==> config.mk <==
export PLATFORM = sky130hd
export DESIGN_NAME = ssram_arb_flat
export DESIGN_NICKNAME = d
export VERILOG_FILES = /design/src/rtl/ssram_arb_pkg.sv /design/src/rtl/ssram_arb_if.sv /design/src/rtl/ssram_rr_arb.sv /design/src/rtl/ssram_arb.sv /design/src/flat_wrapper.sv
export SDC_FILE = /design/constraint.sdc
export NUM_CORES = 1
export LEC_CHECK = 0
export ABC_AREA = 1
export BUFFER_PORTS_ARGS = -buffer_cell sky130_fd_sc_hd__buf_4
export CAP_MARGIN = 10
export CORE_MARGIN = 3
export CORE_UTILIZATION = 45
export CTS_CLUSTER_SIZE = 40
export DETAILED_ROUTE_END_ITERATION = 12
export PLACE_DENSITY = 0.74
export SLEW_MARGIN = 20
export SYNTH_ARGS = -nofsm -noshare
export SYNTH_HDL_FRONTEND = slang
export SYNTH_SLANG_ARGS = --single-unit
==> constraint.sdc <==
create_clock -name sys_clk -period 1.5 [get_ports sys_clk]
set_input_delay 0.15 -clock sys_clk [delete_from_list [all_inputs] [get_ports sys_clk]]
set_output_delay 0.15 -clock sys_clk [all_outputs]
set_load 0.01 [all_outputs]
==> src/rtl/ssram_arb_pkg.sv <==
// ssram_arb_pkg: burst sequencer state encoding and SSRAM control decode.
package ssram_arb_pkg;
  typedef enum logic [3:0] {SA_IDLE, SA_RD_A, SA_RD_V, SA_RD_0, SA_RD_1, SA_WR_A, SA_WR_0, SA_WR_1, SA_TURN} sa_state_t;
  typedef struct packed {
    logic ce1_n;
    logic oe_n;
    logic bwe_n;
    logic adsc_n;
    logic adsp_n;
    logic adv_n;
  } ss_ctl_t;
  function automatic ss_ctl_t ctl_of(sa_state_t s);
    return '{ce1_n:  !(s inside {SA_RD_A, SA_WR_A}),
             oe_n:   !(s inside {SA_RD_V, SA_RD_0, SA_RD_1}),
             bwe_n:  !(s inside {SA_WR_0, SA_WR_1}),
             adsc_n: s != SA_RD_A,
             adsp_n: s != SA_WR_A,
             adv_n:  !(s inside {SA_RD_V, SA_WR_1})};
  endfunction
endpackage

==> src/rtl/ssram_arb_if.sv <==
// ssram_arb_if: two requester ports plus the split-DQ SSRAM bus.
interface ssram_arb_if;
  logic req0, req1, we0, we1, ack0, ack1, rvalid0, rvalid1;
  logic [20:0] addr0, addr1, ss_addr;
  logic [7:0] be0, be1;
  logic [63:0] wdata0, wdata1, rdata0, rdata1;
  logic ss_ce1_n, ss_oe_n, ss_bwe_n, ss_adsc_n, ss_adsp_n, ss_adv_n, ss_dq_oe;
  logic [3:0] ss_be_n;
  logic [31:0] ss_dq_o, ss_dq_i;
  modport slave (
    input req0, req1, we0, we1, addr0, addr1, be0, be1, wdata0, wdata1, ss_dq_i,
    output ack0, ack1, rvalid0, rvalid1, rdata0, rdata1, ss_addr,
    output ss_ce1_n, ss_oe_n, ss_bwe_n, ss_adsc_n, ss_adsp_n, ss_adv_n, ss_be_n, ss_dq_o, ss_dq_oe
  );
  modport master (
    output req0, req1, we0, we1, addr0, addr1, be0, be1, wdata0, wdata1, ss_dq_i,
    input ack0, ack1, rvalid0, rvalid1, rdata0, rdata1, ss_addr,
    input ss_ce1_n, ss_oe_n, ss_bwe_n, ss_adsc_n, ss_adsp_n, ss_adv_n, ss_be_n, ss_dq_o, ss_dq_oe
  );
endinterface

==> src/rtl/ssram_rr_arb.sv <==
// ssram_rr_arb: two-way grant; last-grant flag gives round-robin unless FIXED_PRIO.
module ssram_rr_arb #(
  parameter bit FIXED_PRIO = 1'b0
) (
  input  logic       sys_clk,
  input  logic       xresetl,
  input  logic       req0,
  input  logic       req1,
  input  logic       adv,
  output logic [1:0] gnt
);
  logic last;
  always_comb begin
    gnt[0] = req0 && (!req1 || FIXED_PRIO || last);
    gnt[1] = req1 && !gnt[0];
  end
  always_ff @(posedge sys_clk or negedge xresetl)
    if (!xresetl) last <= 1'b1;
    else if (adv && |gnt) last <= gnt[1];
endmodule

==> src/rtl/ssram_arb.sv <==
// ssram_arb: grants one 64-bit access at a time and runs it as a two-beat
// pipelined SSRAM burst (upper dword first); all SSRAM pins registered.
module ssram_arb
  import ssram_arb_pkg::*;
#(
  parameter bit FIXED_PRIO = 1'b0,
  parameter int TURN_CYC   = 1
) (
  input  logic        sys_clk,
  input  logic        xresetl,
  ssram_arb_if.slave  bus,
  output logic        busy
);
  sa_state_t state, nx;
  logic [1:0] gnt, tcnt;
  logic gp;
  logic [7:0] cbe;
  logic [63:0] cwd;
  ssram_rr_arb #(.FIXED_PRIO(FIXED_PRIO)) u_arb (
    .sys_clk, .xresetl, .req0(bus.req0), .req1(bus.req1), .adv(state == SA_IDLE), .gnt
  );
  always_comb begin
    nx = SA_IDLE;
    case (state)
      SA_IDLE: nx = !(|gnt) ? SA_IDLE : (gnt[0] ? bus.we0 : bus.we1) ? SA_WR_A : SA_RD_A;
      SA_RD_A: nx = SA_RD_V;
      SA_RD_V: nx = SA_RD_0;
      SA_RD_0: nx = SA_RD_1;
      SA_WR_A: nx = SA_WR_0;
      SA_WR_0: nx = SA_WR_1;
      SA_RD_1, SA_WR_1: nx = SA_TURN;
      SA_TURN: nx = tcnt == 2'(TURN_CYC - 1) ? SA_IDLE : SA_TURN;
      default: nx = SA_IDLE;
    endcase
  end
  // Pin values are decoded from the next state so they appear exactly in that state.
  always_ff @(posedge sys_clk or negedge xresetl)
    if (!xresetl) begin
      state <= SA_IDLE;
      tcnt <= '0;
      gp <= 1'b0;
      cbe <= '0;
      cwd <= '0;
      busy <= 1'b0;
      {bus.ss_ce1_n, bus.ss_oe_n, bus.ss_bwe_n, bus.ss_adsc_n, bus.ss_adsp_n, bus.ss_adv_n} <= '1;
      bus.ss_be_n <= '1;
      bus.ss_dq_o <= '0;
      bus.ss_dq_oe <= 1'b0;
      bus.ss_addr <= '0;
      {bus.ack0, bus.ack1, bus.rvalid0, bus.rvalid1} <= '0;
      bus.rdata0 <= '0;
      bus.rdata1 <= '0;
    end else begin
      state <= nx;
      {bus.ss_ce1_n, bus.ss_oe_n, bus.ss_bwe_n, bus.ss_adsc_n, bus.ss_adsp_n, bus.ss_adv_n} <= ctl_of(nx);
      bus.ss_be_n <= nx == SA_WR_0 ? ~cbe[7:4] : nx == SA_WR_1 ? ~cbe[3:0] : 4'hF;
      bus.ss_dq_oe <= nx inside {SA_WR_0, SA_WR_1};
      if (nx inside {SA_WR_0, SA_WR_1}) bus.ss_dq_o <= nx == SA_WR_0 ? cwd[63:32] : cwd[31:0];
      busy <= nx != SA_IDLE;
      tcnt <= state == SA_TURN ? tcnt + 2'd1 : 2'd0;
      bus.ack0 <= state == SA_IDLE && gnt[0];
      bus.ack1 <= state == SA_IDLE && gnt[1];
      bus.rvalid0 <= state == SA_RD_1 && !gp;
      bus.rvalid1 <= state == SA_RD_1 && gp;
      if (state == SA_IDLE && |gnt) begin
        gp <= gnt[1];
        cbe <= gnt[1] ? bus.be1 : bus.be0;
        cwd <= gnt[1] ? bus.wdata1 : bus.wdata0;
        bus.ss_addr <= (gnt[1] ? bus.addr1 : bus.addr0) & ~21'h7;
      end
      if (state == SA_RD_0 && !gp) bus.rdata0[63:32] <= bus.ss_dq_i;
      if (state == SA_RD_1 && !gp) bus.rdata0[31:0] <= bus.ss_dq_i;
      if (state == SA_RD_0 && gp) bus.rdata1[63:32] <= bus.ss_dq_i;
      if (state == SA_RD_1 && gp) bus.rdata1[31:0] <= bus.ss_dq_i;
    end
endmodule
==> src/flat_wrapper.sv <==
// flat-port wrapper written by rule: the top's interface ports become plain ports
module ssram_arb_flat import ssram_arb_pkg::*;
#(
  parameter bit FIXED_PRIO = 1'b0,
  parameter int TURN_CYC   = 1
)
  (sys_clk, xresetl, busy, bus_req0, bus_req1, bus_we0, bus_we1, bus_addr0, bus_addr1, bus_be0, bus_be1, bus_wdata0, bus_wdata1, bus_ss_dq_i, bus_ack0, bus_ack1, bus_rvalid0, bus_rvalid1, bus_rdata0, bus_rdata1, bus_ss_addr, bus_ss_ce1_n, bus_ss_oe_n, bus_ss_bwe_n, bus_ss_adsc_n, bus_ss_adsp_n, bus_ss_adv_n, bus_ss_be_n, bus_ss_dq_o, bus_ss_dq_oe);
  ssram_arb_if bus_i ();
  input  logic sys_clk;
  input  logic xresetl;
  output logic busy;
  input wire logic [$bits(bus_i.req0)-1:0] bus_req0;
  input wire logic [$bits(bus_i.req1)-1:0] bus_req1;
  input wire logic [$bits(bus_i.we0)-1:0] bus_we0;
  input wire logic [$bits(bus_i.we1)-1:0] bus_we1;
  input wire logic [$bits(bus_i.addr0)-1:0] bus_addr0;
  input wire logic [$bits(bus_i.addr1)-1:0] bus_addr1;
  input wire logic [$bits(bus_i.be0)-1:0] bus_be0;
  input wire logic [$bits(bus_i.be1)-1:0] bus_be1;
  input wire logic [$bits(bus_i.wdata0)-1:0] bus_wdata0;
  input wire logic [$bits(bus_i.wdata1)-1:0] bus_wdata1;
  input wire logic [$bits(bus_i.ss_dq_i)-1:0] bus_ss_dq_i;
  output wire logic [$bits(bus_i.ack0)-1:0] bus_ack0;
  output wire logic [$bits(bus_i.ack1)-1:0] bus_ack1;
  output wire logic [$bits(bus_i.rvalid0)-1:0] bus_rvalid0;
  output wire logic [$bits(bus_i.rvalid1)-1:0] bus_rvalid1;
  output wire logic [$bits(bus_i.rdata0)-1:0] bus_rdata0;
  output wire logic [$bits(bus_i.rdata1)-1:0] bus_rdata1;
  output wire logic [$bits(bus_i.ss_addr)-1:0] bus_ss_addr;
  output wire logic [$bits(bus_i.ss_ce1_n)-1:0] bus_ss_ce1_n;
  output wire logic [$bits(bus_i.ss_oe_n)-1:0] bus_ss_oe_n;
  output wire logic [$bits(bus_i.ss_bwe_n)-1:0] bus_ss_bwe_n;
  output wire logic [$bits(bus_i.ss_adsc_n)-1:0] bus_ss_adsc_n;
  output wire logic [$bits(bus_i.ss_adsp_n)-1:0] bus_ss_adsp_n;
  output wire logic [$bits(bus_i.ss_adv_n)-1:0] bus_ss_adv_n;
  output wire logic [$bits(bus_i.ss_be_n)-1:0] bus_ss_be_n;
  output wire logic [$bits(bus_i.ss_dq_o)-1:0] bus_ss_dq_o;
  output wire logic [$bits(bus_i.ss_dq_oe)-1:0] bus_ss_dq_oe;
  assign bus_i.req0 = bus_req0;
  assign bus_i.req1 = bus_req1;
  assign bus_i.we0 = bus_we0;
  assign bus_i.we1 = bus_we1;
  assign bus_i.addr0 = bus_addr0;
  assign bus_i.addr1 = bus_addr1;
  assign bus_i.be0 = bus_be0;
  assign bus_i.be1 = bus_be1;
  assign bus_i.wdata0 = bus_wdata0;
  assign bus_i.wdata1 = bus_wdata1;
  assign bus_i.ss_dq_i = bus_ss_dq_i;
  assign bus_ack0 = bus_i.ack0;
  assign bus_ack1 = bus_i.ack1;
  assign bus_rvalid0 = bus_i.rvalid0;
  assign bus_rvalid1 = bus_i.rvalid1;
  assign bus_rdata0 = bus_i.rdata0;
  assign bus_rdata1 = bus_i.rdata1;
  assign bus_ss_addr = bus_i.ss_addr;
  assign bus_ss_ce1_n = bus_i.ss_ce1_n;
  assign bus_ss_oe_n = bus_i.ss_oe_n;
  assign bus_ss_bwe_n = bus_i.ss_bwe_n;
  assign bus_ss_adsc_n = bus_i.ss_adsc_n;
  assign bus_ss_adsp_n = bus_i.ss_adsp_n;
  assign bus_ss_adv_n = bus_i.ss_adv_n;
  assign bus_ss_be_n = bus_i.ss_be_n;
  assign bus_ss_dq_o = bus_i.ss_dq_o;
  assign bus_ss_dq_oe = bus_i.ss_dq_oe;
  ssram_arb #(.FIXED_PRIO(FIXED_PRIO), .TURN_CYC(TURN_CYC)) u_core (.sys_clk(sys_clk), .xresetl(xresetl), .bus(bus_i), .busy(busy));
endmodule
==> PnR_summary.wiki, run 1 <==
{| class="wikitable"
! Metric !! Value
|-
| Status || complete, but fails checks
|-
| Violations in the final reports || setup timing
|-
| Number of levels in the clock H-tree || 1
|-
| Largest net degree at the start of global routing || 58
|-
| Mapped Area || 11700 sq um
|-
| Vias/cell || 5.43
|-
| Vias || 12551
|-
| Critical Path Most Common Cell || sky130_fd_sc_hd__nor2_4
|-
| Congestion Overflow GR || 0
|-
| Average wire per cell in the routed design || 19.9 microns
|-
| Source of the critical timing path || u_core.state[3]$_DFF_PN0_
|-
| Clock tree from TritonCTS || yes
|-
| Final Total Pwr || around 38 mW
|-
| Fraction of layout cells with a size suffix above 1 || 31.9%
|-
| Top_reg_cell synth || sky130_fd_sc_hd__dfrtp_1
|-
| RSZ-0062 raised after global routing || yes
|-
| Tot GR Track Use || 29.7%
|-
| Max Cap Viol || 0
|-
| Worst hold margin || roughly 0.060 ns
|-
| Clock tree sinks || 274
|-
| Area overhead of the layout relative to synthesis || 67.5%
|-
| R2R setup slack || -0.08 ns
|-
| Final count of hold timing violations || 0
|-
| Final critical-path share of the clock period || 106%
|-
| Maximum clock path buffer count || 3
|-
| DRC violation count after routing || 0
|-
| Ports || roughly 420
|-
| Worst path slowest cell || sky130_fd_sc_hd__dfrtp_2
|-
| Part of the Yosys area used for sequential elements || 58.8%
|-
| Endpoint of the worst setup timing path || u_core.bus.rdata1[32]$_DFFE_PN0P_
|-
| Final cell utilization of the core || 77.2%
|-
| Leakage component of the power || 10.1 nW
|-
| Top Family by Delay on Critical Path || simple AND/OR/NAND/NOR gates
|-
| Hold crit path type || primary input to flip-flop
|-
| Achievable Freq || 632 MHz
|-
| Synth Warn # || 0
|-
| Final net count || 2181
|-
| Aggregate routed wire length || 46000 microns
|-
| FFs w/ async S/R, synth || 100%
|-
| Cell types with the highest counts after synthesis || sky130_fd_sc_hd__nand2_1, sky130_fd_sc_hd__dfrtp_1, sky130_fd_sc_hd__inv_1
|-
| Final setup vio count || 48
|-
| Port buffer count || 411
|-
| Delay of the slowest cell on the worst path || 0.44 ns
|-
| Critical-path maximum fanout || 8
|-
| Library cell with the largest summed area after synthesis || sky130_fd_sc_hd__dfrtp_1
|-
| CP Data Arrival Time || 2.02 ns
|-
| Cells along the critical path || nor2_4 -> nand3_4 -> nor2_4 -> buf_6 -> clkbuf_16 -> nand2_2 -> o21a_1
|-
| Starting Density || 46.1%
|-
| Initial DRC Count || around 1300
|-
| Wire length of the first global-routing pass || approximately 68000 microns
|-
| Critical path class || flip-flop to flip-flop
|-
| Most common cell in the netlist || sky130_fd_sc_hd__nand2_1
|-
| Number of synthesized flops with an enable pin || 0
|-
| Die area || 27900 sq um
|-
| Final critical-path setup slack || -0.0833 ns
|-
| Clock slew at reported path FFs || 0.06 ns
|-
| Clock latency at the later pin of the worst-skew pair || 0.55 ns
|-
| Detailed Routing Iterations Pass 1 || 5
|-
| Clock period minus worst slack || 1.58 ns
|-
| FF-to-FF path depth || 7
|-
| Top-area cell type share of the netlist area || 56.4%
|-
| Total Neg Setup Slack || -1.44 ns
|-
| Depth of the critical timing path with buffers and inverters included || 7
|-
| Routability congestion estimate from global placement || 0.818
|-
| Number of max-slew violations in the final report || 0
|-
| Power per Cell Area || 1930 nW/um^2
|-
| CTS Root Buffer Type || sky130_fd_sc_hd__clkbuf_16
|-
| Worst setup timing slack at the placement stage || -0.115 ns
|-
| Via count of the first global-routing pass || 12563
|-
| Placement Rows || 58
|-
| Required time at the worst-slack endpoint || between 1.5 and 2 ns
|-
| Worst setup EP type || flip-flop
|-
| Peak ir drop on the vdd network || around 0.0014 V
|-
| Synth Register Bits || 274
|-
| Clock skew after layout || approximately 0.014 ns
|-
| Per-instance average area after synthesis || 8.96 sq um
|-
| Antenna violations before repair || 3
|-
| Synthesized instance count || 1303
|-
| Die Height || 167 microns
|-
| Reg-to-reg critical path endpoint || u_core.bus.rdata1[32]$_DFFE_PN0P_
|-
| Half-perimeter wire length of the detailed placement result || about 25000 microns
|-
| X dimension of the die || 167 microns
|-
| Startpoint Class || flip-flop
|-
| Clock buffers created by TritonCTS || 28
|-
| Routed Antenna Nets || 0
|-
| RR Startpoint || u_core.state[3]$_DFF_PN0_
|-
| Area of the core || 25300 sq um
|-
| Critical path buffers and inverters || 2
|-
| Cell types with the largest area share after synthesis || sky130_fd_sc_hd__dfrtp_1, sky130_fd_sc_hd__nand2_1, sky130_fd_sc_hd__o21ai_0
|-
| Number of distinct library cells after synthesis || 24
|}
## layout make-up
| cell class | instances | area, sq um |
|---|---|---|
| clock buffers | 39 | 812 |
| diodes | 3 | 7.51 |
| flip-flops and latches | 274 | 6870 |
| well taps | 330 | 413 |
| multi-input cells | 770 | 4160 |
| repair buffers | 703 | 6420 |
| inverters | 179 | 684 |
| clock inverters | 13 | 183 |
| fillers | 1411 | 5760 |
## tightest hold or removal path, stage by stage
cell                       delay [ns]
sky130_fd_sc_hd__buf_4           0.08
sky130_fd_sc_hd__inv_1           0.06
sky130_fd_sc_hd__nand2_1         0.08
sky130_fd_sc_hd__o211ai_1        0.11
sky130_fd_sc_hd__nand2_1         0.09
## state kept, by name, indices dropped and copies added (netlist names), 2 cells and up
register and flops:
u_core.state 4, u_core.tcnt 2, u_core.cwd 64, u_core.cbe 8, u_core.bus.ss_be_n 4, u_core.bus.ss_dq_o 32, u_core.bus.ss_addr 18, u_core.bus.rdata1 64
u_core.bus.rdata0 64
## cell usage in the layout, fill, tap and decap left out, types with 2 or more instances in the layout
cell type | synthesis | final
sky130_fd_sc_hd__o21ai_1 | 30 | 68
sky130_fd_sc_hd__nand2_2 | 0 | 29
sky130_fd_sc_hd__nor2_1 | 7 | 7
sky130_fd_sc_hd__bufinv_16 | 0 | 4
sky130_fd_sc_hd__nand2_1 | 410 | 346
sky130_fd_sc_hd__inv_1 | 177 | 175
sky130_fd_sc_hd__dlygate4sd3_1 | 0 | 216
sky130_fd_sc_hd__dfrtp_2 | 0 | 3
sky130_fd_sc_hd__buf_6 | 2 | 11
sky130_fd_sc_hd__nand3_1 | 8 | 5
sky130_fd_sc_hd__buf_4 | 5 | 437
sky130_fd_sc_hd__buf_12 | 0 | 20
sky130_fd_sc_hd__clkinv_8 | 0 | 2
sky130_fd_sc_hd__o21a_1 | 64 | 64
sky130_fd_sc_hd__buf_8 | 0 | 3
sky130_fd_sc_hd__nand2_4 | 0 | 35
sky130_fd_sc_hd__nand4_1 | 2 | 2
sky130_fd_sc_hd__o21ai_0 | 145 | 106
sky130_fd_sc_hd__clkbuf_16 | 0 | 39
sky130_fd_sc_hd__dfrtp_1 | 263 | 260
sky130_fd_sc_hd__dfstp_2 | 11 | 11
sky130_fd_sc_hd__clkinv_2 | 0 | 7
sky130_fd_sc_hd__inv_2 | 2 | 3
sky130_fd_sc_hd__clkbuf_1 | 33 | 4
sky130_fd_sc_hd__conb_1 | 1 | 3
sky130_fd_sc_hd__diode_2 | 0 | 3
sky130_fd_sc_hd__o211ai_1 | 90 | 90
sky130_fd_sc_hd__clkbuf_8 | 0 | 7
sky130_fd_sc_hd__buf_16 | 0 | 5
sky130_fd_sc_hd__nor2_4 | 3 | 5
sky130_fd_sc_hd__nand3_4 | 0 | 4
## how the worst min path moves through the flow
| stage | startpoint | endpoint | slack [ns] | depth (start not counted) |
|---|---|---|---|---|
| floorplan | xresetl | u_core.bus.ack0$_DFF_PN0_ | -0.15 | 0 |
| global placement | xresetl | u_core.bus.rdata1[1]$_DFFE_PN0P_ | 0.11 | 1 |
| detailed placement | xresetl | u_core.bus.rdata0[1]$_DFFE_PN0P_ | 0.11 | 1 |
| CTS | bus_wdata1[60] | u_core.cwd[60]$_DFFE_PN0P_ | 0.03 | 5 |
| global route | bus_wdata1[60] | u_core.cwd[60]$_DFFE_PN0P_ | 0.05 | 5 |
| finish | bus_wdata1[60] | u_core.cwd[60]$_DFFE_PN0P_ | 0.06 | 5 |
## logic make-up (layout without fill, tap and decap cells)
| group | after synthesis | in the layout | share of synthesized area (%) |
|---|---|---|---|
| buffers and inverters | 261 | 934 | 9.04 |
| and+or+nand+nor | 435 | 435 | 14.5 |
| DFF | 274 | 274 | 58.8 |
| other | 1 | 6 | 0.0321 |
| AOI/OAI and AO/OA | 331 | 331 | 17.5 |
| adders and majority gates | 1 | 1 | 0.107 |
## power by group
part	internal [mW]	total, mW	leakage [nW]	switching, mW
clock	4.48	7.48	0.497	3.00
sequential	11.2	13.4	3.26	2.19
combinational	7.93	17.0	6.33	9.06
## stage by stage
stage               cells  area (sq um)
finish               2311         19600
global route         2311         19600
CTS                  2289         18800
detailed placement   2013         15400
global placement     2013         15400
floorplan            1305         11700
## layer usage
layer / GRT usage, % / vias up / part of all wire, %
li1: - / 5493 / -
met1: 36.1 / 6022 / 36
met2: 50.6 / 832 / 49
met3: 6.82 / 204 / 9.1
met4: 13.5 / 0 / 5.9
met5: 0 / - / 0
## repair_timing
item | in CTS | in global routing
hold endpoints to repair | 482 | 0
endpoints found under the setup margin | 112 | 198
cloned | 4 | 14
resized for setup | 11 | 166
pin swaps | 2 | 6
hold buffers | 217 | 0
setup buffers | 3 | 7
(Power assumes the default switching activity.)
==> run 2: changes to the inputs <==
--- a/config.mk
+++ b/config.mk
@@ -7,12 +7,13 @@
 export LEC_CHECK = 0
 export ABC_AREA = 1
 export BUFFER_PORTS_ARGS = -buffer_cell sky130_fd_sc_hd__buf_4
-export CAP_MARGIN = 10
+export CAP_MARGIN = 20
 export CORE_MARGIN = 3
 export CORE_UTILIZATION = 45
 export CTS_CLUSTER_SIZE = 40
 export DETAILED_ROUTE_END_ITERATION = 12
 export PLACE_DENSITY = 0.74
+export REMOVE_ABC_BUFFERS = 1
 export SLEW_MARGIN = 20
 export SYNTH_ARGS = -nofsm -noshare
 export SYNTH_HDL_FRONTEND = slang
==> PnR_summary.wiki, run 2 (synthesis results as in run 1) <==
{| class="wikitable"
! Metric !! Value
|-
| Status || complete, but fails checks
|-
| Violations in the final reports || setup timing
|-
| Worst setup EP type || flip-flop
|-
| Area overhead of the layout relative to synthesis || 71.9%
|-
| Average wire per cell in the routed design || 22.7 microns (+14%)
|-
| Worst setup timing slack at the placement stage || -0.0733 ns (+0.0420 ns)
|-
| Fraction of layout cells with a size suffix above 1 || 34.4% (+2.5 points)
|-
| Aggregate routed wire length || 52900 microns (+15%)
|-
| Final critical-path setup slack || -0.135 ns (-0.0513 ns)
|-
| Clock slew at reported path FFs || 0.06 ns (about the same)
|-
| Peak ir drop on the vdd network || 0.00133 V (-3.3%)
|-
| Routed Antenna Nets || 0 (unchanged)
|-
| Leakage component of the power || 10.1 nW (+0.41%)
|-
| Most common cell after layout, fill and taps aside || sky130_fd_sc_hd__buf_4
|-
| Clock period minus worst slack || 1.63 ns (+0.0513 ns)
|-
| X dimension of the die || 167 microns (unchanged)
|-
| Detailed Routing Iterations Pass 1 || 8 (+3)
|-
| Die Height || 167 microns (unchanged)
|-
| Critical path class || flip-flop to flip-flop
|-
| Wire length of the first global-routing pass || 68400 microns (+1.2%)
|-
| Port buffer count || 411 (unchanged)
|-
| CTS Root Buffer Type || sky130_fd_sc_hd__clkbuf_16
|-
| Vias || 13337 (+6.3%)
|-
| Clock tree from TritonCTS || yes
|-
| Cells along the critical path || buf_6 -> inv_2 -> nor2_2 -> nand2_2 -> buf_6 -> o21ai_0 -> o21ai_1 -> nand2_1
|-
| Congestion Overflow GR || 0 (unchanged)
|-
| Area of the core || 25300 sq um (unchanged)
|-
| Half-perimeter wire length of the detailed placement result || 24800 microns (+0.96%)
|-
| Leading cell types in the layout, fill and taps excluded || sky130_fd_sc_hd__buf_4, sky130_fd_sc_hd__nand2_1, sky130_fd_sc_hd__dfrtp_1, sky130_fd_sc_hd__dlygate4sd3_1, sky130_fd_sc_hd__inv_1
|-
| Number of max-slew violations in the final report || 0 (unchanged)
|-
| Hold crit path type || primary input to asynchronous set/reset pin
|-
| Tot GR Track Use || 30.1% (+0.43 points)
|-
| Vias/cell || 5.71 (+5.2%)
|-
| CP Data Arrival Time || 2.11 ns (+0.09 ns)
|-
| Achievable Freq || 612 MHz (-3.1%)
|-
| Delay of the slowest cell on the worst path || 0.43 ns (about the same)
|-
| Startpoint Class || flip-flop
|-
| Top Family by Delay on Critical Path || flip-flops
|-
| Required time at the worst-slack endpoint || 1.98 ns (+0.04 ns)
|-
| Clock skew after layout || 0.0116 ns (-0.00276 ns)
|-
| Max Cap Viol || 0 (unchanged)
|-
| Final setup vio count || 69 (+44%)
|-
| Final net count || 2205 (+1.1%)
|-
| Source of the critical timing path || u_core.state[1]$_DFF_PN0_
|-
| Die area || 27900 sq um (unchanged)
|-
| Clock buffers created by TritonCTS || 29 (+3.6%)
|-
| Clock tree sinks || 274 (unchanged)
|-
| Final count of hold timing violations || 0 (unchanged)
|-
| Critical path buffers and inverters || 3 (+1)
|-
| Routability congestion estimate from global placement || 0.806 (-1.5%)
|-
| Final standard cell area without fillers || 20100 sq um (+2.6%)
|-
| Critical Path Most Common Cell || sky130_fd_sc_hd__buf_6
|-
| RSZ-0062 raised after global routing || yes
|-
| DRC violation count after routing || 0 (unchanged)
|-
| RR Startpoint || u_core.state[1]$_DFF_PN0_
|-
| Worst path slowest cell || sky130_fd_sc_hd__dfrtp_1
|-
| Critical-path maximum fanout || 18 (+10)
|-
| Final cell utilization of the core || 79.2% (+2.0 points)
|-
| Clock latency at the later pin of the worst-skew pair || 0.55 ns (about the same)
|-
| Placement Rows || 58 (unchanged)
|-
| Power per Cell Area || 2030 nW/um^2 (+5.1%)
|-
| Antenna violations before repair || 2 (-1)
|-
| Largest net degree at the start of global routing || 57 (-1.7%)
|-
| Initial DRC Count || 1740 (+34%)
|-
| Maximum clock path buffer count || 3 (unchanged)
|-
| Placed standard-cell area || 15400 sq um (-0.13%)
|-
| Starting Density || 46.1% (unchanged)
|-
| Largest registers ranked by flip-flop count || u_core.bus.rdata0: 64 flops, u_core.bus.rdata1: 64 flops, u_core.cwd: 64 flops
|-
| Ports || 421 (unchanged)
|-
| Final Total Pwr || 40.8 mW (+7.8%)
|-
| Final critical-path share of the clock period || 109% (+3.4 points)
|-
| Via count of the first global-routing pass || 12922 (+2.9%)
|-
| Number of levels in the clock H-tree || 1 (unchanged)
|}
-- run 2: cell types whose count changed in the layout (fill, tap and decap cells not counted), moves of 8 or more --
cell	delta
sky130_fd_sc_hd__buf_8	+8
sky130_fd_sc_hd__nand2_4	-15
sky130_fd_sc_hd__clkbuf_16	+11
sky130_fd_sc_hd__nand2_1	-11
sky130_fd_sc_hd__buf_6	+13
sky130_fd_sc_hd__o21ai_2	+22
sky130_fd_sc_hd__o21ai_0	-25
sky130_fd_sc_hd__nand2_2	+26
-- run 2: layout make-up --
class | count | area [sq um]
Tap cell | 330 | 413
Timing Repair inverter | 2 | 25.0
Timing Repair Buffer | 724 | 6820
Antenna cell | 2 | 5.00
Inverter | 179 | 684
Clock inverter | 15 | 220
Fill cell | 1340 | 5260
Multi-Input combinational cell | 770 | 4220
Sequential cell | 274 | 6870
Clock buffer | 39 | 813
-- run 2: path summary, 6_finish.rpt --
kind                                                            to  slack, ns  depth (start not counted)
worst max-delay path            u_core.bus.ss_dq_o[26]$_DFFE_PN0P_      -0.13                          8
min in group sys_clk                    u_core.cwd[21]$_DFFE_PN0P_       0.11                          5
max in group asynchronous            u_core.bus.ss_ce1_n$_DFF_PN1_       0.74                          3
worst min register to register            u_core.tcnt[0]$_DFF_PN0_       0.44                          1
worst max register to register  u_core.bus.ss_dq_o[26]$_DFFE_PN0P_      -0.13                          8
worst min-delay path             u_core.bus.rdata0[50]$_DFFE_PN0P_       0.08                          2
-- run 2: metrics by stage --
step	hold WS, ns	cells	TNS (ns)
after floorplan	-0.146	1223	-634.06
after global placement	0.0472	2013	0
after detailed placement	0.0548	2013	-0.853
after CTS	0.00921	2287	-0.0594
after global routing	0.100	2335	-8.91
final	0.0836	2335	-2.16
-- run 2: per-layer routing --
layer	routed length, microns	share of wire [%]	vias up	track usage [%]
li1	-	-	5534	-
met1	17800	34	6338	36.5
met2	25500	48	1146	51.8
met3	5700	11	319	6.49
met4	3930	7.4	0	13.7
met5	0	0	-	0
-- run 2: repair_timing --
action / in CTS / in global routing
hold buffers: 217 / 0
gates cloned: 2 / 37
setup buffers: 1 / 12
endpoints found under the setup margin: 75 / 228
pin swaps: 3 / 7
resized for setup: 10 / 234
hold endpoints to repair: 475 / 0
-- run 2: power by group --
part / switching (mW) / internal, mW / total [mW] / leakage, nW
Clock: 3.20 / 4.68 / 7.89 / 0.497
Sequential: 2.49 / 11.2 / 13.7 / 3.26
Combinational: 10.2 / 8.99 / 19.2 / 6.37
Total: 15.9 / 24.8 / 40.8 / 10.1
==> run 3: changes to the inputs <==
--- a/config.mk
+++ b/config.mk
@@ -18,3 +18,4 @@
 export SYNTH_ARGS = -nofsm -noshare
 export SYNTH_HDL_FRONTEND = slang
 export SYNTH_SLANG_ARGS = --single-unit
+export TNS_END_PERCENT = 30
==> PnR_summary.wiki, run 3 (synthesis results as in run 1) <==
{| class="wikitable"
! Metric !! Value
|-
| Status || complete, but fails checks
|-
| Violations in the final reports || setup timing
|-
| Port buffer count || 411 (unchanged)
|-
| Critical-path maximum fanout || 18 (unchanged)
|-
| Tot GR Track Use || 30.1% (unchanged)
|-
| Endpoint of the worst setup timing path || u_core.bus.ss_dq_o[13]$_DFFE_PN0P_
|-
| Vias || 12913 (-3.2%)
|-
| Area of the core || 25300 sq um (unchanged)
|-
| DRC violation count after routing || 0 (unchanged)
|-
| Startpoint Class || flip-flop
|-
| Total Neg Setup Slack || -2.36 ns (-0.194 ns)
|-
| Routed Antenna Nets || 0 (unchanged)
|-
| Number of levels in the clock H-tree || 1 (unchanged)
|-
| Clock slew at reported path FFs || 0.07 ns (about the same)
|-
| Critical path class || flip-flop to flip-flop
|-
| Peak ir drop on the vdd network || 0.00131 V (-1.0%)
|-
| Busiest metal layer after global routing || met2
|-
| Vias/cell || 5.56 (-2.6%)
|-
| Final critical-path share of the clock period || 108% (-0.50 points)
|-
| Clock tree from TritonCTS || yes
|-
| Power per Cell Area || 2010 nW/um^2 (-1.3%)
|-
| Congestion Overflow GR || 0 (unchanged)
|-
| Placement Rows || 58 (unchanged)
|-
| Average wire per cell in the routed design || 21.3 microns (-6.2%)
|-
| Most common cell after layout, fill and taps aside || sky130_fd_sc_hd__buf_4
|-
| Hold crit path type || primary input to asynchronous set/reset pin
|-
| Starting Density || 46.1% (unchanged)
|-
| Routability congestion estimate from global placement || 0.806 (unchanged)
|-
| Initial DRC Count || 1458 (-16%)
|-
| Wire length of the first global-routing pass || 68400 microns (unchanged)
|-
| X dimension of the die || 167 microns (unchanged)
|-
| Largest registers ranked by flip-flop count || u_core.bus.rdata0: 64 flops, u_core.bus.rdata1: 64 flops, u_core.cwd: 64 flops
|-
| Final net count || 2190 (-0.68%)
|-
| Worst setup EP type || flip-flop
|-
| FF-to-FF path depth || 8 (unchanged)
|-
| Largest net degree at the start of global routing || 57 (unchanged)
|-
| Clock buffers created by TritonCTS || 29 (unchanged)
|-
| R2R setup slack || -0.13 ns (about the same)
|-
| Max Cap Viol || 0 (unchanged)
|-
| Die Height || 167 microns (unchanged)
|-
| Worst setup timing slack at the placement stage || -0.0733 ns (unchanged)
|-
| Antenna violations before repair || 4 (+2)
|-
| Final setup vio count || 56 (-19%)
|-
| Clock tree sinks || 274 (unchanged)
|-
| Area overhead of the layout relative to synthesis || 67.0%
|-
| Reg-to-reg critical path endpoint || u_core.bus.ss_dq_o[13]$_DFFE_PN0P_
|-
| Via count of the first global-routing pass || 12922 (unchanged)
|-
| Achievable Freq || 615 MHz (+0.46%)
|-
| Die area || 27900 sq um (unchanged)
|-
| Aggregate routed wire length || 49400 microns (-6.7%)
|-
| Fillers || 1443 (+7.7%)
|-
| RR Startpoint || u_core.state[1]$_DFF_PN0_
|-
| Fraction of layout cells with a size suffix above 1 || 30.1% (-4.3 points)
|-
| Leading cell types in the layout, fill and taps excluded || sky130_fd_sc_hd__buf_4, sky130_fd_sc_hd__nand2_1, sky130_fd_sc_hd__dfrtp_1, sky130_fd_sc_hd__dlygate4sd3_1, sky130_fd_sc_hd__inv_1
|-
| RSZ-0062 raised after global routing || yes
|-
| Met3 track demand over resource || 6.49% (unchanged)
|-
| Number of max-slew violations in the final report || 0 (unchanged)
|-
| Clock period minus worst slack || 1.63 ns (-0.00751 ns)
|-
| Half-perimeter wire length of the detailed placement result || 24800 microns (unchanged)
|-
| Global-route met1 utilization || 36.5% (unchanged)
|-
| Required time at the worst-slack endpoint || 1.98 ns (about the same)
|-
| Clock latency at the later pin of the worst-skew pair || 0.55 ns (about the same)
|-
| Placed standard-cell area || 15400 sq um (unchanged)
|-
| Met2 GRT Util || 51.8% (unchanged)
|-
| Leakage component of the power || 9.87 nW (-2.6%)
|-
| Final standard cell area without fillers || 19500 sq um (-2.9%)
|-
| Final count of hold timing violations || 0 (unchanged)
|-
| Maximum clock path buffer count || 3 (unchanged)
|-
| Clock skew after layout || 0.0110 ns (-0.000587 ns)
|-
| Source of the critical timing path || u_core.state[1]$_DFF_PN0_
|-
| Detailed Routing Iterations Pass 1 || 6 (-2)
|-
| Final cell utilization of the core || 77.0% (-2.3 points)
|-
| Final critical-path setup slack || -0.127 ns (+0.00751 ns)
|-
| CTS Root Buffer Type || sky130_fd_sc_hd__clkbuf_16
|-
| Ports || 421 (unchanged)
|-
| CP Data Arrival Time || 2.11 ns (about the same)
|}
-- run 3: layout make-up --
type                    instances  area, sq um  area share (%)
diodes                          4         10.0          0.0513
clock buffers                  39          813            4.17
clock inverters                15          220            1.13
inverters                     179          684            3.51
multi-input cells             770         3900            20.0
flip-flops and latches        274         6870            35.3
well taps                     330          413            2.12
repair buffers                710         6560            33.7
repair inverters                1         16.3          0.0834
-- run 3: what timing repair did --
item,4_1_cts,5_1_grt
hold buffers,217,0
gates resized for setup,10,119
endpoints found under the setup margin,75,228
pin swaps,3,6
endpoints found under the hold margin,475,0
gates cloned,2,25
buffers inserted,1,8
-- run 3: worst min-delay path by stage --
stage | endpoint | startpoint | depth (start not counted) | slack (ns)
2_1_floorplan | u_core.bus.ack0$_DFF_PN0_ | xresetl | 0 | -0.15
4_1_cts | u_core.cwd[21]$_DFFE_PN0P_ | bus_wdata1[21] | 5 | 0.009
3_5_place_dp | u_core.bus.rdata0[50]$_DFFE_PN0P_ | xresetl | 1 | 0.05
6_report | u_core.bus.rdata0[50]$_DFFE_PN0P_ | xresetl | 2 | 0.09
3_3_place_gp | u_core.bus.rdata0[50]$_DFFE_PN0P_ | xresetl | 1 | 0.05
5_1_grt | u_core.bus.rdata1[27]$_DFFE_PN0P_ | xresetl | 2 | 0.09
-- run 3: layer usage --
layer,vias up,routed length [microns]
met1,6106,16900
met4,0,3300
met5,-,0
li1,5511,-
met3,272,5030
met2,1024,24200
-- run 3: critical path: stages, from the launching register on --
cell and delay, ns:
sky130_fd_sc_hd__dfrtp_1 0.43, sky130_fd_sc_hd__buf_6 0.15, sky130_fd_sc_hd__inv_2 0.04, sky130_fd_sc_hd__nor2_2 0.14
sky130_fd_sc_hd__nand2_2 0.10, sky130_fd_sc_hd__buf_6 0.18, sky130_fd_sc_hd__o21ai_0 0.25, sky130_fd_sc_hd__o21ai_1 0.15
sky130_fd_sc_hd__nand2_1 0.09
-- run 3: through the flow --
step           instances  power [mW]  hold slack, ns
4_1_cts             2287        36.1         0.00921
3_3_place_gp        2013        26.9          0.0472
5_1_grt             2321        40.9          0.0946
2_1_floorplan       1223        19.7          -0.146
3_5_place_dp        2013        27.4          0.0548
6_report            2322        39.1          0.0876
-- run 3: power by group --
part	total [mW]	switching (mW)	leakage, nW	internal, mW
clock network	7.82	3.13	0.497	4.68
logic	17.8	9.54	6.11	8.29
registers	13.5	2.30	3.26	11.2
